File: config.mk
export PLATFORM = sky130hd
export DESIGN_NAME = mem_stage
export DESIGN_NICKNAME = d
export VERILOG_FILES = /design/src/rtl/mem_stage.sv
export SDC_FILE = /design/constraint.sdc
export NUM_CORES = 1
export LEC_CHECK = 0
export BUFFER_PORTS_ARGS = -buffer_cell sky130_fd_sc_hd__buf_2
export CORE_ASPECT_RATIO = 0.7
export CORE_MARGIN = 2
export CORE_UTILIZATION = 51
export CTS_BUF_LIST = sky130_fd_sc_hd__clkbuf_16
export CTS_CLUSTER_SIZE = 10
export DETAILED_ROUTE_END_ITERATION = 6
export PLACE_DENSITY = 0.86
export SLEW_MARGIN = 40
export SYNTH_ARGS = -nofsm -noshare
export SYNTH_HDL_FRONTEND = slang
export SYNTH_SLANG_ARGS = --single-unit
File: constraint.sdc
create_clock -name clk -period 10.7 [get_ports clk]
set_input_delay 1.07 -clock clk [delete_from_list [all_inputs] [get_ports clk]]
set_output_delay 1.07 -clock clk [all_outputs]
set_load 0.05 [all_outputs]
File: src/rtl/mem_stage.sv
// -----------------------------------------------------------------------------
// mem_stage
//   Memory stage of the in-order pipeline, sitting directly after execute.
//   Owns the EX/MEM and MEM/WB pipeline registers. Word loads and stores go
//   out over a req/gnt/rvalid data-memory port. The stage stalls upstream
//   while an access is outstanding and aborts an access that waits too long.
//
// Parameters
//   TIMEOUT_CYCLES : wait-state cycles before an access is aborted as a bus
//                    error (0 = never time out)
//
// Optional feature macro
//   MEM_MISALIGN_CHECK_EN : when defined, an access with addr[1:0] != 0 issues
//                           no request, completes at once without a writeback
//                           and pulses mem_misaligned_o. When undefined, the
//                           low address bits are ignored and mem_misaligned_o
//                           is tied low.
//
// Ports
//   clk, rst                 clock, asynchronous active-high reset
//   ex_*                     instruction fields from execute (into EX/MEM)
//   dmem_req_o/we_o/addr_o/wdata_o   data-memory request side
//   dmem_gnt_i/rvalid_i/rdata_i      data-memory response side
//   mem_stall_o              freeze PC/IF/ID/EX this cycle
//   ex_mem_forward_data_o    EX/MEM ALU result for forwarding
//   mem_wb_forward_data_o    MEM/WB writeback value for forwarding
//   mem_wb_rd_addr_o, mem_wb_reg_write_en_o, mem_wb_wdata_o   writeback
//   mem_bus_err_o            one-cycle pulse after a timeout abort
//   mem_misaligned_o         one-cycle pulse after a misaligned access
// -----------------------------------------------------------------------------
module mem_stage #(
  parameter int TIMEOUT_CYCLES = 255
) (
  input  logic        clk,
  input  logic        rst,
  input  logic [31:0] ex_alu_result,
  input  logic [31:0] ex_rs2_data,
  input  logic [4:0]  ex_rd_addr,
  input  logic        ex_reg_write_en,
  input  logic        ex_mem_read_en,
  input  logic        ex_mem_write_en,
  input  logic [1:0]  ex_mem_to_reg,
  output logic        dmem_req_o,
  output logic        dmem_we_o,
  output logic [31:0] dmem_addr_o,
  output logic [31:0] dmem_wdata_o,
  input  logic        dmem_gnt_i,
  input  logic        dmem_rvalid_i,
  input  logic [31:0] dmem_rdata_i,
  output logic        mem_stall_o,
  output logic [31:0] ex_mem_forward_data_o,
  output logic [31:0] mem_wb_forward_data_o,
  output logic [4:0]  mem_wb_rd_addr_o,
  output logic        mem_wb_reg_write_en_o,
  output logic [31:0] mem_wb_wdata_o,
  output logic        mem_bus_err_o,
  output logic        mem_misaligned_o
);

  // Counter only needs to reach TIMEOUT_CYCLES-1.
  localparam int CNT_W = (TIMEOUT_CYCLES < 2) ? 1 : $clog2(TIMEOUT_CYCLES);
  localparam logic [CNT_W-1:0] TO_LAST =
    CNT_W'((TIMEOUT_CYCLES == 0) ? 0 : (TIMEOUT_CYCLES - 1));
  localparam bit TO_ENABLED = (TIMEOUT_CYCLES != 0);

  typedef enum logic [1:0] {
    S_IDLE     = 2'd0,
    S_WAIT_GNT = 2'd1,
    S_WAIT_RD  = 2'd2
  } state_t;

  // EX/MEM register
  logic [31:0] r_alu_result;
  logic [31:0] r_rs2_data;
  logic [4:0]  r_rd_addr;
  logic        r_reg_write_en;
  logic        r_mem_read_en;
  logic        r_mem_write_en;
  logic [1:0]  r_mem_to_reg;

  // access control
  state_t           r_state;
  logic [CNT_W-1:0] r_cnt;

  // MEM/WB register and status pulses
  logic [4:0]  r_wb_rd_addr;
  logic        r_wb_reg_write_en;
  logic [31:0] r_wb_wdata;
  logic        r_bus_err;

  logic        w_op;
  logic        w_is_write;
  logic        w_misaligned;
  logic        w_timeout;
  logic        w_req;
  logic        w_complete;
  logic        w_abort;
  logic        w_stall;
  state_t      w_next_state;
  logic [31:0] w_wb_wdata;

  assign w_op       = r_mem_read_en | r_mem_write_en;
  // read_en & write_en together behaves as a store
  assign w_is_write = r_mem_write_en;
  assign w_timeout  = TO_ENABLED && (r_cnt == TO_LAST);

  // Misaligned detection (only meaningful with the check enabled)
  always_comb begin
`ifdef MEM_MISALIGN_CHECK_EN
    w_misaligned = w_op & (r_alu_result[1:0] != 2'b00);
`else
    w_misaligned = 1'b0;
`endif
  end

  // Access FSM next-state, request and completion decode
  always_comb begin
    w_req        = 1'b0;
    w_complete   = 1'b0;
    w_abort      = 1'b0;
    w_next_state = r_state;
    case (r_state)
      S_IDLE: begin
        if (w_op && !w_misaligned) begin
          w_req = 1'b1;
          if (dmem_gnt_i) begin
            if (w_is_write) begin
              w_complete = 1'b1;
            end else begin
              w_next_state = S_WAIT_RD;
            end
          end else begin
            w_next_state = S_WAIT_GNT;
          end
        end else if (w_misaligned) begin
          // rejected locally: no bus traffic, no stall
          w_complete = 1'b1;
        end else begin
          w_complete = 1'b0;
        end
      end
      S_WAIT_GNT: begin
        w_req = 1'b1;
        // a grant arriving on the timeout cycle still wins
        if (dmem_gnt_i) begin
          if (w_is_write) begin
            w_complete   = 1'b1;
            w_next_state = S_IDLE;
          end else begin
            w_next_state = S_WAIT_RD;
          end
        end else if (w_timeout) begin
          w_complete   = 1'b1;
          w_abort      = 1'b1;
          w_next_state = S_IDLE;
        end else begin
          w_next_state = S_WAIT_GNT;
        end
      end
      S_WAIT_RD: begin
        if (dmem_rvalid_i) begin
          w_complete   = 1'b1;
          w_next_state = S_IDLE;
        end else if (w_timeout) begin
          w_complete   = 1'b1;
          w_abort      = 1'b1;
          w_next_state = S_IDLE;
        end else begin
          w_next_state = S_WAIT_RD;
        end
      end
      default: begin
        w_next_state = S_IDLE;
      end
    endcase
  end

  assign w_stall = w_op & ~w_complete;

  // Writeback value select: only 01 picks load data
  always_comb begin
    if (r_mem_to_reg == 2'b01) begin
      w_wb_wdata = dmem_rdata_i;
    end else begin
      w_wb_wdata = r_alu_result;
    end
  end

  // EX/MEM register: advances whenever the stage is not stalled
  always_ff @(posedge clk or posedge rst) begin
    if (rst) begin
      r_alu_result   <= 32'h0000_0000;
      r_rs2_data     <= 32'h0000_0000;
      r_rd_addr      <= 5'd0;
      r_reg_write_en <= 1'b0;
      r_mem_read_en  <= 1'b0;
      r_mem_write_en <= 1'b0;
      r_mem_to_reg   <= 2'b00;
    end else if (!w_stall) begin
      r_alu_result   <= ex_alu_result;
      r_rs2_data     <= ex_rs2_data;
      r_rd_addr      <= ex_rd_addr;
      r_reg_write_en <= ex_reg_write_en;
      r_mem_read_en  <= ex_mem_read_en;
      r_mem_write_en <= ex_mem_write_en;
      r_mem_to_reg   <= ex_mem_to_reg;
    end
  end

  // FSM state and wait-cycle counter (cleared on entering a wait state)
  always_ff @(posedge clk or posedge rst) begin
    if (rst) begin
      r_state <= S_IDLE;
      r_cnt   <= '0;
    end else begin
      r_state <= w_next_state;
      if ((w_next_state != r_state) && (w_next_state != S_IDLE)) begin
        r_cnt <= '0;
      end else if (r_state != S_IDLE) begin
        r_cnt <= r_cnt + CNT_W'(1);
      end else begin
        r_cnt <= '0;
      end
    end
  end

  // MEM/WB register: a stalled cycle inserts a bubble, aborts never write
  always_ff @(posedge clk or posedge rst) begin
    if (rst) begin
      r_wb_rd_addr      <= 5'd0;
      r_wb_reg_write_en <= 1'b0;
      r_wb_wdata        <= 32'h0000_0000;
      r_bus_err         <= 1'b0;
    end else begin
      r_bus_err <= w_abort;
      if (!w_stall) begin
        r_wb_rd_addr      <= r_rd_addr;
        r_wb_reg_write_en <= r_reg_write_en & ~w_abort & ~w_misaligned;
        r_wb_wdata        <= w_wb_wdata;
      end else begin
        r_wb_reg_write_en <= 1'b0;
      end
    end
  end

`ifdef MEM_MISALIGN_CHECK_EN
  logic r_misaligned;

  // Misaligned pulse, one cycle after the rejected access
  always_ff @(posedge clk or posedge rst) begin
    if (rst) begin
      r_misaligned <= 1'b0;
    end else begin
      r_misaligned <= w_misaligned;
    end
  end

  assign mem_misaligned_o = r_misaligned;
`else
  assign mem_misaligned_o = 1'b0;
`endif

  // Request side comes straight from EX/MEM, so it is stable while waiting
  assign dmem_req_o   = w_req;
  assign dmem_we_o    = w_is_write;
  assign dmem_addr_o  = {r_alu_result[31:2], 2'b00};
  assign dmem_wdata_o = r_rs2_data;

  assign mem_stall_o           = w_stall;
  assign ex_mem_forward_data_o = r_alu_result;
  assign mem_wb_forward_data_o = r_wb_wdata;
  assign mem_wb_rd_addr_o      = r_wb_rd_addr;
  assign mem_wb_reg_write_en_o = r_wb_reg_write_en;
  assign mem_wb_wdata_o        = r_wb_wdata;
  assign mem_bus_err_o         = r_bus_err;

endmodule
## Yosys cells after proc, flatten, opt, wreduce, memory -nomap -nowiden

Index checks and enable logic that the tools add are counted.

| operators by class | value |
|---|---|
| $add $sub $neg | 1 |
| eq/ne operators | 5 |
| multiplexer cells | 25 |
| bitwise gates (word level) | 5 |
| reductions and logical operators | 4 |

Operators with widths:

| kind | number |
|---|---|
| $mux 32 | 1 |
| $mux 8 | 2 |
| $mux 2 | 7 |
| $mux 1 | 11 |
| $add 8x1->8 const B | 1 |
| $eq 8x8->1 const B | 1 |
| $pmux 2 s3 | 1 |
| $eq 2x1->1 const B | 2 |
| $pmux 1 s2 | 2 |
| $reduce_bool 2->1 | 2 |
| $pmux 1 s3 | 1 |
| $and 1x1->1 | 2 |
| $eq 2x2->1 const B | 1 |
| $logic_not 2->1 | 1 |
| $ne 2x2->1 | 1 |
| $not 1->1 | 2 |
| $logic_and 1x1->1 | 1 |
| $or 1x1->1 | 1 |

| storage, ports and cells | value |
|---|---|
| register bits after elaboration | 123 |
| input port bits | 110 |
| output and inout port bits | 171 |
| logic and storage cells | 53 |

## Depth between registers and ports, before layout

Gate-level depths: netlist (run 1).

| logic depth | value |
|---|---|
| word-level depth | 7 |
| depth in mapped cells | 9 |
| depth with buffers taken out | 7 |

## Least setup slack after synthesis (run 1)

No wires, ideal clock.

| timing path | value |
|---|---|
| kind | input -> output |
| from | input port dmem_gnt_i |
| to | output port mem_stall_o |
| arrival | 2.225 ns |
| data required time | 9.630 ns |
| slack | 7.405 ns |
| cell stages on the path | 7 |
| buffers on the path | 2 |
| cell sequence | a21o_1 > a21oi_1 > o211a_1 > o21ai_4 > buf_12 > buf_8 > inv_1 |

| between the ends | value |
|---|---|
| longest elaborated chain between the ends | 5 |
| elaborated cells between the ends (all ways) | 6 |
| those cells by class | 4 x mux; 2 x bitwise |

RTL lines:

| element | RTL line | text |
|---|---|---|
| start: declaration | 47 | `input logic dmem_gnt_i,` |
| $mux 1 | 126 | `if (dmem_gnt_i) begin` |
| $mux 1 | 124 | `if (w_op && !w_misaligned) begin` |
| $pmux 1 s3 * | 122 | `case (r_state)` |
| $not 1->1 * | 178 | `assign w_stall = w_op & ~w_complete;` |
| $and 1x1->1 * | 178 |  |
| end: declaration | 50 | `output logic mem_stall_o,` |

Every way passes the cells marked *; elsewhere a longest branch is shown, timed or not.

## Worst setup path in the final report (run 1)

| timing path | value |
|---|---|
| from | register r_state[1] |
| to | register r_alu_result[27] (netlist: ex_mem_forward_data_o[27]) |

| between the ends | value |
|---|---|
| longest elaborated chain between the ends | 4 |
| elaborated cells between the ends (all ways) | 6 |
| those cells by class | 2 x eq/ne; 1 x mux; 2 x bitwise; 1 x reduce/logical |

RTL lines:

| element | RTL line | text |
|---|---|---|
| start: declaration | 82 | `state_t r_state;` |
| start signal: assignment | 216 | `r_state <= w_next_state;` |
| $eq 2x2->1, or another cell as far along | 122 |  |
| $pmux 1 s3 * | 122 |  |
| $not 1->1 * | 178 |  |
| $and 1x1->1 * | 178 |  |
| end signal: assignment | 200 | `r_alu_result <= ex_alu_result;` |
| end: declaration | 73 | `logic [31:0] r_alu_result;` |

Marked as above.
A chain may end at the register's enable or synchronous reset.

==> results of run 1 <==
## layout make-up
cell class | count | area, sq um | share of cell area
sequential | 123 | 3080 | 0.400
multi-input combinational | 215 | 2410 | 0.313
timing repair buffer | 281 | 1430 | 0.185
clock buffer | 17 | 425 | 0.0553
tap | 157 | 196 | 0.0255
clock inverter | 15 | 136 | 0.0177
inverter | 6 | 27.5 | 0.00358
## logic make-up after synthesis
logic type / share of synthesized area
and+or+nand+nor: 0.0339
xor gates and xnor gates: 0.00848
muxes: 0.305
AOI/OAI and AO/OA: 0.0250
other: 0.000605
DFF: 0.497
adders and majority gates: 0.0121
buffers and inverters: 0.119
## metrics by stage
stage           util  instance area (sq um)
2_1_floorplan      -                   6210
3_3_place_gp   0.604                   7110
3_5_place_dp   0.606                   7130
4_1_cts        0.654                   7700
5_1_grt        0.654                   7700
6_report       0.654                   7700
## cells in the final DEF, fill, tap and decap left out, types with 4 or more instances in the layout
| master | n |
|---|---|
| buf_2 | 277 |
| dfrtp_1 | 123 |
| mux2_4 | 80 |
| mux2_2 | 43 |
| mux2_1 | 18 |
| clkbuf_16 | 17 |
| nor2_1 | 11 |
| inv_1 | 8 |
| o21ai_0 | 7 |
| ha_1 | 6 |
| xor2_1 | 5 |
| nand3_1 | 4 |
| clkinv_4 | 4 |
## worst max-delay path, stage by stage (launching register included)
cell and delay, ns:
dfrtp_1 0.42, inv_1 0.18, ha_1 0.33, a21o_1 0.16, a21oi_1 0.06, o211a_1 0.26
o21ai_4 0.16, buf_6 0.58, buf_4 0.77, mux2_2 0.42
## path summary, 6_finish.rpt
check / start / end / slack (ns) / cells after the start
hold reg to reg: mem_wb_forward_data_o[12] / mem_wb_forward_data_o[12] / 0.51 / 1
min in group asynchronous: rst / dmem_wdata_o[21] / 0.75 / 2
max in group asynchronous: rst / ex_mem_forward_data_o[24] / 8.83 / 3
hold / removal: mem_wb_forward_data_o[12] / mem_wb_forward_data_o[12] / 0.51 / 1
setup / recovery: r_state[1] / ex_mem_forward_data_o[27] / 7.18 / 9
setup reg to reg: r_state[1] / ex_mem_forward_data_o[27] / 7.18 / 9
## metal layers
layer | routed length (um) | global-route usage | vias up
met5 | 0 | 0 | -
li1 | - | - | 1841
met2 | 7070 | 0.354 | 157
met1 | 5730 | 0.267 | 2035
met3 | 855 | 0.0506 | 19
met4 | 124 | 0.0634 | 0
==> flow_summary.yaml, run 1 <==
hold_path:
  worstHoldPathType: "flip-flop to flip-flop"
setup_path:
  crit_arrival_ns: 3.80
  crit_required_ns: 10.98
  path_max_fanout: 63
  critPathLaunchType: "flip-flop"
  path_class: "flip-flop to flip-flop"
  worstSetupEndpointType: "flip-flop"
clock_network:
  cts_tree: "built"
  cts_setup_buffers: 0
  cts_max_level: 4
  insertion_delay_ns: 0.40
  clk_pin_slew_worst_paths_ns: 0.06
  cts_resized: 0
  clockBufferDepth: 2
  cts_root_buf: "clkbuf_16"
  cts_sinks: 123
  cts_made_buffers: 17
  cts_hold_buf: 0
logic_synthesis:
  synth_area_sq_um: 6200
  syn_area_per_cell_sq_um: 14.7
  synth_edf_count: 0
  yosysWarnings: 0
  yosysUniqueCellTypes: 39
  synthFlopType: "dfrtp_1"
  synth_async_sr_flop_share: 1.00
  synthCells: 423
  synth_seq_cells: 123
  synth.area.top_cells: "dfrtp_1, mux2_4, buf_4"
  yosysTopAreaCell: "dfrtp_1"
  yosys-top-cells-count: "dfrtp_1, mux2_4, buf_4"
  synth_top_area_share: 0.497
  synth.most_common_cell: "dfrtp_1"
  yosysSeqAreaShare: 0.497
sta:
  setup_viol: 0
  fin_skew_ns: 0.0119
  relSlewSlack: 0.449
  report.final.hold_viol_count: 0
  fmax_ghz: 0.284
  rsz0062_at_grt: "no"
  worst_slack_ns: 7.18
  hold_slack_ns: 0.508
  worst_pin_slew_ns: 0.826
  drv_slew: 0
  finalSetupTns_ns: 0
  fin_crit_ns: 3.52
  final.period_utilization: 0.329
placement:
  gp_congestion: 0.848
  dp_hpwl_um: 9970
  dp_worst_setup_slack_ns: 6.87
  portBuffers: 277
  place_inst: 782
cells_and_area:
  area_delta_synth_final_pct: 24.2
  fin_nets: 760
  final_cells: 814
  num_antenna_cells: 0
  fillCellCount: 928
  drive_gt1_frac: 0.667
global_routing:
  grt_usage: 0.208
  antenna_found_initial: 0
  grt_pass1_wl_um: 21100
  grt_remaining_overflow: 0
  grt_max_degree: 69
  grt_pass1_vias: 4072
status:
  status: "finished, final reports clean"
detailed_routing:
  wirelength_um: 13800
  drc: 0
  vias_per_cell: 4.98
  wl_per_cell_um: 16.9
  drt_iter0_drc: 212
  first_pass_iters: 4
  ant_nets: 0
  vias: 4052
die:
  die_w_um: 136
  pin_count: 281
  row_count: 33
  die_area_sq_um: 13100
  core-area_sq_um: 11800
  start_util: 0.527
  die_h_um: 96.2
job:
  maxCapViolCount: 0
Power of run 1 is not shown: default switching activity piles up to over one toggle a cycle in this logic, so the estimate is an artifact.
==> inputs of run 2 (changes only) <==
CORE_UTILIZATION = 43   (was 51)
PLACE_DENSITY = 0.77   (was 0.86)
clock period = 3.15 ns   (was 10.7 ns; I/O delays follow)
==> run 2 against run 1 <==
Clock-buffer cell count stayed put. Flip-flop and latch count is the same. Non-clock buffer count grew 4. Register-to-register slack worse by 6.6 ns. Critical path type is now flip-flop to output port. Core utilization shrank 9.1 points. Via count is 0.81% lower. Final cell count grew 4.5%. Critical path depth stayed put. First-iteration DRC count fell by 38%.
==> flow_summary.yaml, run 2 (synthesized netlist as in run 1, its figures left out) <==
status:
  status: "finished, final reports clean"
global_routing:
  top_usage_layer: "met2"
  antenna_found_initial: 0
  met1_usage: 0.231
  grt_remaining_overflow: 0
  grt_pass1_vias: 4226
  grt_usage: 0.180
  grt_pass1_wl_um: 22100
  grt_max_degree: 68
  met2_usage: 0.293
  grt_use_met3: 0.0605
cells_and_area:
  layout_common_cells: "buf_2, dfrtp_1, mux2_4"
  multi_input_area_sq_um: 2400
  seqCellArea_sq_um: 3080
  final_cells: 851
  final_common_cell: "buf_2"
  drive_gt1_frac: 0.673
  num_antenna_cells: 0
  fillCellCount: 1164
  stdcell_area_sq_um: 7880
  fin_nets: 764
  area_delta_synth_final_pct: 27.2
placement:
  place_inst: 818
  dp_worst_setup_slack_ns: 0.596
  dpl-instance-area_sq_um: 7230
  portBuffers: 277
  dp_hpwl_um: 9780
  gp_congestion: 0.771
setup_path:
  critPathLaunchType: "flip-flop"
  worstSetupEndpointType: "output port"
  path_class: "flip-flop to output port"
  crit_arrival_ns: 2.59
  crit_required_ns: 2.83
  path_max_fanout: 44
detailed_routing:
  vias: 4019
  drt_iter0_drc: 131
  ant_nets: 0
  wl_per_cell_um: 15.9
  drc: 0
  vias_per_cell: 4.72
  wirelength_um: 13500
  first_pass_iters: 7
sta:
  relSlewSlack: 0.595
  report.final.hold_viol_count: 0
  final.period_utilization: 0.923
  finalSetupTns_ns: 0
  fmax_ghz: 0.344
  worst_slack_ns: 0.242
  rsz0062_at_grt: "no"
  worst_pin_slew_ns: 0.606
  drv_slew: 0
  setup_viol: 0
  fin_skew_ns: 0.0109
  fin_crit_ns: 2.91
clock_network:
  cts_root_buf: "clkbuf_16"
  cts_resized: 0
  cts_sinks: 123
  cts_setup_buffers: 0
  cts_tree: "built"
  cts_made_buffers: 17
  cts_max_level: 4
  insertion_delay_ns: 0.41
  clk_pin_slew_worst_paths_ns: 0.05
  clockBufferDepth: 2
die:
  die_h_um: 104
  pin_count: 281
  die_w_um: 148
  core-area_sq_um: 14000
  start_util: 0.442
  die_area_sq_um: 15400
  row_count: 36
job:
  maxCapViolCount: 0
hold_path:
  worstHoldPathType: "input port to flip-flop"
## run 2: cell type report
| type | count | area share |
|---|---|---|
| repair buffers | 285 | 0.189 |
| clock inverters | 15 | 0.0282 |
| inverters | 6 | 0.00333 |
| multi-input cells | 215 | 0.304 |
| clock buffers | 17 | 0.0540 |
| well taps | 190 | 0.0302 |
| flip-flops and latches | 123 | 0.390 |
## run 2: final timing paths
| kind | start | end | slack, ns | cells past startpoint |
|---|---|---|---|---|
| setup / recovery | r_state[1] | mem_stall_o | 0.24 | 9 |
| hold / removal | ex_mem_write_en | dmem_we_o | 0.13 | 2 |
| setup reg to reg | r_state[1] | ex_mem_forward_data_o[25] | 0.55 | 8 |
| hold reg to reg | mem_wb_forward_data_o[16] | mem_wb_forward_data_o[16] | 0.50 | 1 |
| max in group asynchronous | rst | mem_wb_forward_data_o[24] | 1.87 | 4 |
| min in group asynchronous | rst | dmem_wdata_o[11] | 0.53 | 3 |
## run 2: worst max-delay path: stages, from the launching register on
cell,delay [ns]
dfrtp_1,0.41
inv_1,0.18
ha_1,0.32
a21o_1,0.15
a21oi_1,0.06
o211a_1,0.26
o21ai_4,0.20
buf_12,0.29
inv_1,0.06
buf_2,0.21
## run 2: what timing repair did
item                                    CTS  global route
hold buffers                              1             0
endpoints found under the setup margin    0             0
endpoints found under the hold margin    23             0
## run 2: per-stage QoR
stage / util / hold WS [ns]
4_1_cts: 0.563 / 0.106
3_5_place_dp: 0.516 / 0.429
5_1_grt: 0.563 / 0.100
3_3_place_gp: 0.515 / 0.426
6_report: 0.563 / 0.125
2_1_floorplan: - / 0.448
## run 2: layer usage
metal  share of wire  routed length (um)  vias to the layer above
met3           0.053                 717                       11
met5               0                   0                        -
met2            0.50                6740                      147
met4          0.0087                 117                        0
met1            0.44                5920                     2003
li1                -                   -                     1858
Power of run 2 is left out for the same reason.
==> inputs of run 3 (changes only) <==
CELL_PAD_IN_SITES_DETAIL_PLACEMENT = 1   (was unset)
CELL_PAD_IN_SITES_GLOBAL_PLACEMENT = 1   (was unset)
CORE_UTILIZATION = 33   (was 43)
PLACE_DENSITY = unset   (was 0.77)
PLACE_DENSITY_LB_ADDON = 0.1   (was unset)
==> run 3 against run 2 <==
Non-clock buffer count is 3 higher. Via count grew 0.45%. Core utilization fell by 13 points. Final cell count up 6.0%. Register-to-register slack lost 0.04 ns.
==> flow_summary.yaml, run 3 (synthesized netlist as in run 1, its figures left out) <==
hold_path:
  worstHoldPathType: "input port to flip-flop"
detailed_routing:
  drt_iter0_drc: 166
  ant_nets: 0
  first_pass_iters: 4
  vias: 4037
  wirelength_um: 15200
  wl_per_cell_um: 16.9
  drc: 0
  vias_per_cell: 4.48
clock_network:
  cts_root_buf: "clkbuf_16"
  cts_tree: "built"
  cts_made_buffers: 17
  clk_pin_slew_worst_paths_ns: 0.06
  cts_max_level: 4
  cts_hold_buf: 1
  insertion_delay_ns: 0.41
  cts_sinks: 123
  clockBufferDepth: 2
  cts_setup_buffers: 0
  cts_resized: 0
global_routing:
  grt_usage: 0.155
  grt_max_degree: 74
  grt_pass1_vias: 4294
  grt_pass1_wl_um: 24100
  antenna_found_initial: 2
  grt_remaining_overflow: 0
die:
  die_h_um: 119
  die_w_um: 168
  die_area_sq_um: 19900
  pin_count: 281
  start_util: 0.340
  row_count: 41
  core-area_sq_um: 18200
cells_and_area:
  drive_gt1_frac: 0.675
  layout_common_cells: "buf_2, dfrtp_1, mux2_4"
  fin_nets: 767
  final_common_cell: "buf_2"
  fillCellCount: 1983
  area_delta_synth_final_pct: 27.1
setup_path:
  crit_required_ns: 2.83
  crit_arrival_ns: 2.60
  worstSetupEndpointType: "output port"
  critPathLaunchType: "flip-flop"
  slowest_delay_ns: 0.41
  slowest_stage: "dfrtp_1"
  path_cells: "inv_1 > ha_1 > a21o_1 > a21oi_1 > o211a_1 > o21ai_4 > buf_12 > inv_1 > buf_2"
  path_class: "flip-flop to output port"
  path_max_fanout: 43
  path_common_cell: "inv_1"
sta:
  fin_crit_ns: 2.91
  final.period_utilization: 0.924
  report.final.hold_viol_count: 0
  relSlewSlack: 0.658
  rsz0062_at_grt: "no"
  finalSetupTns_ns: 0
  fin_skew_ns: 0.0113
  fmax_ghz: 0.344
  setup_viol: 0
  worst_pin_slew_ns: 0.513
  drv_slew: 0
placement:
  gp_congestion: 0.803
  dp_hpwl_um: 11100
  portBuffers: 277
status:
  status: "finished, final reports clean"
job:
  maxCapViolCount: 0
-- run 3: changes by cell type in the layout (fill, tap and decap cells not counted), sizes merged --
cell      change
buf           +3
clkinvlp      +1
inv           +3
diode         +2
bufinv        -4
-- run 3: cell type report --
cell class              count  area, sq um  share of cell area
repair buffers            288         1510               0.192
diodes                      2         5.00            0.000635
clock buffers              17          425              0.0540
well taps                 236          295              0.0375
flip-flops and latches    123         3080               0.391
inverters                   6         26.3             0.00333
multi-input cells         215         2400               0.305
clock inverters            15          140              0.0178
-- run 3: path summary, 6_finish.rpt --
check | start | to | slack, ns | cells past startpoint
max | r_state[1] | mem_stall_o | 0.24 | 9
min | ex_rs2_data[3] | dmem_wdata_o[3] | 0.12 | 2
max reg2reg | r_state[1] | ex_mem_forward_data_o[28] | 0.51 | 9
min reg2reg | mem_wb_forward_data_o[2] | mem_wb_forward_data_o[2] | 0.51 | 1
max in group asynchronous | rst | ex_mem_forward_data_o[21] | 1.89 | 4
min in group asynchronous | rst | ex_mem_forward_data_o[0] | 0.47 | 3
-- run 3: through the flow --
step / setup slack [ns] / hold WS (ns) / instance area (sq um) / instances / utilization
floorplan: 0.907 / 0.448 / 6210 / 425 / -
global route: 0.00158 / 0.103 / 7880 / 901 / 0.432
global placement: 0.646 / 0.341 / 7300 / 867 / 0.401
detailed placement: 0.506 / 0.352 / 7300 / 867 / 0.401
CTS: 0.198 / 0.103 / 7870 / 900 / 0.432
finish: 0.239 / 0.122 / 7880 / 902 / 0.433
-- run 3: worst max-delay path: cells and delay by family (launching register included) --
family                   cells  cell delay [ns]
buffers and inverters        4             0.76
adder cells (fa/ha/maj)      1             0.33
AO/OA/AOI/OAI                4             0.65
flip-flops                   1             0.41
-- run 3: metal layers --
layer	wire, um	track usage	vias to the layer above
li1	-	-	1866
met1	6660	0.196	2011
met2	7360	0.251	147
met3	1010	0.0543	13
met4	188	0.0462	0
met5	0	0	-
Power of run 3 is left out for the same reason.
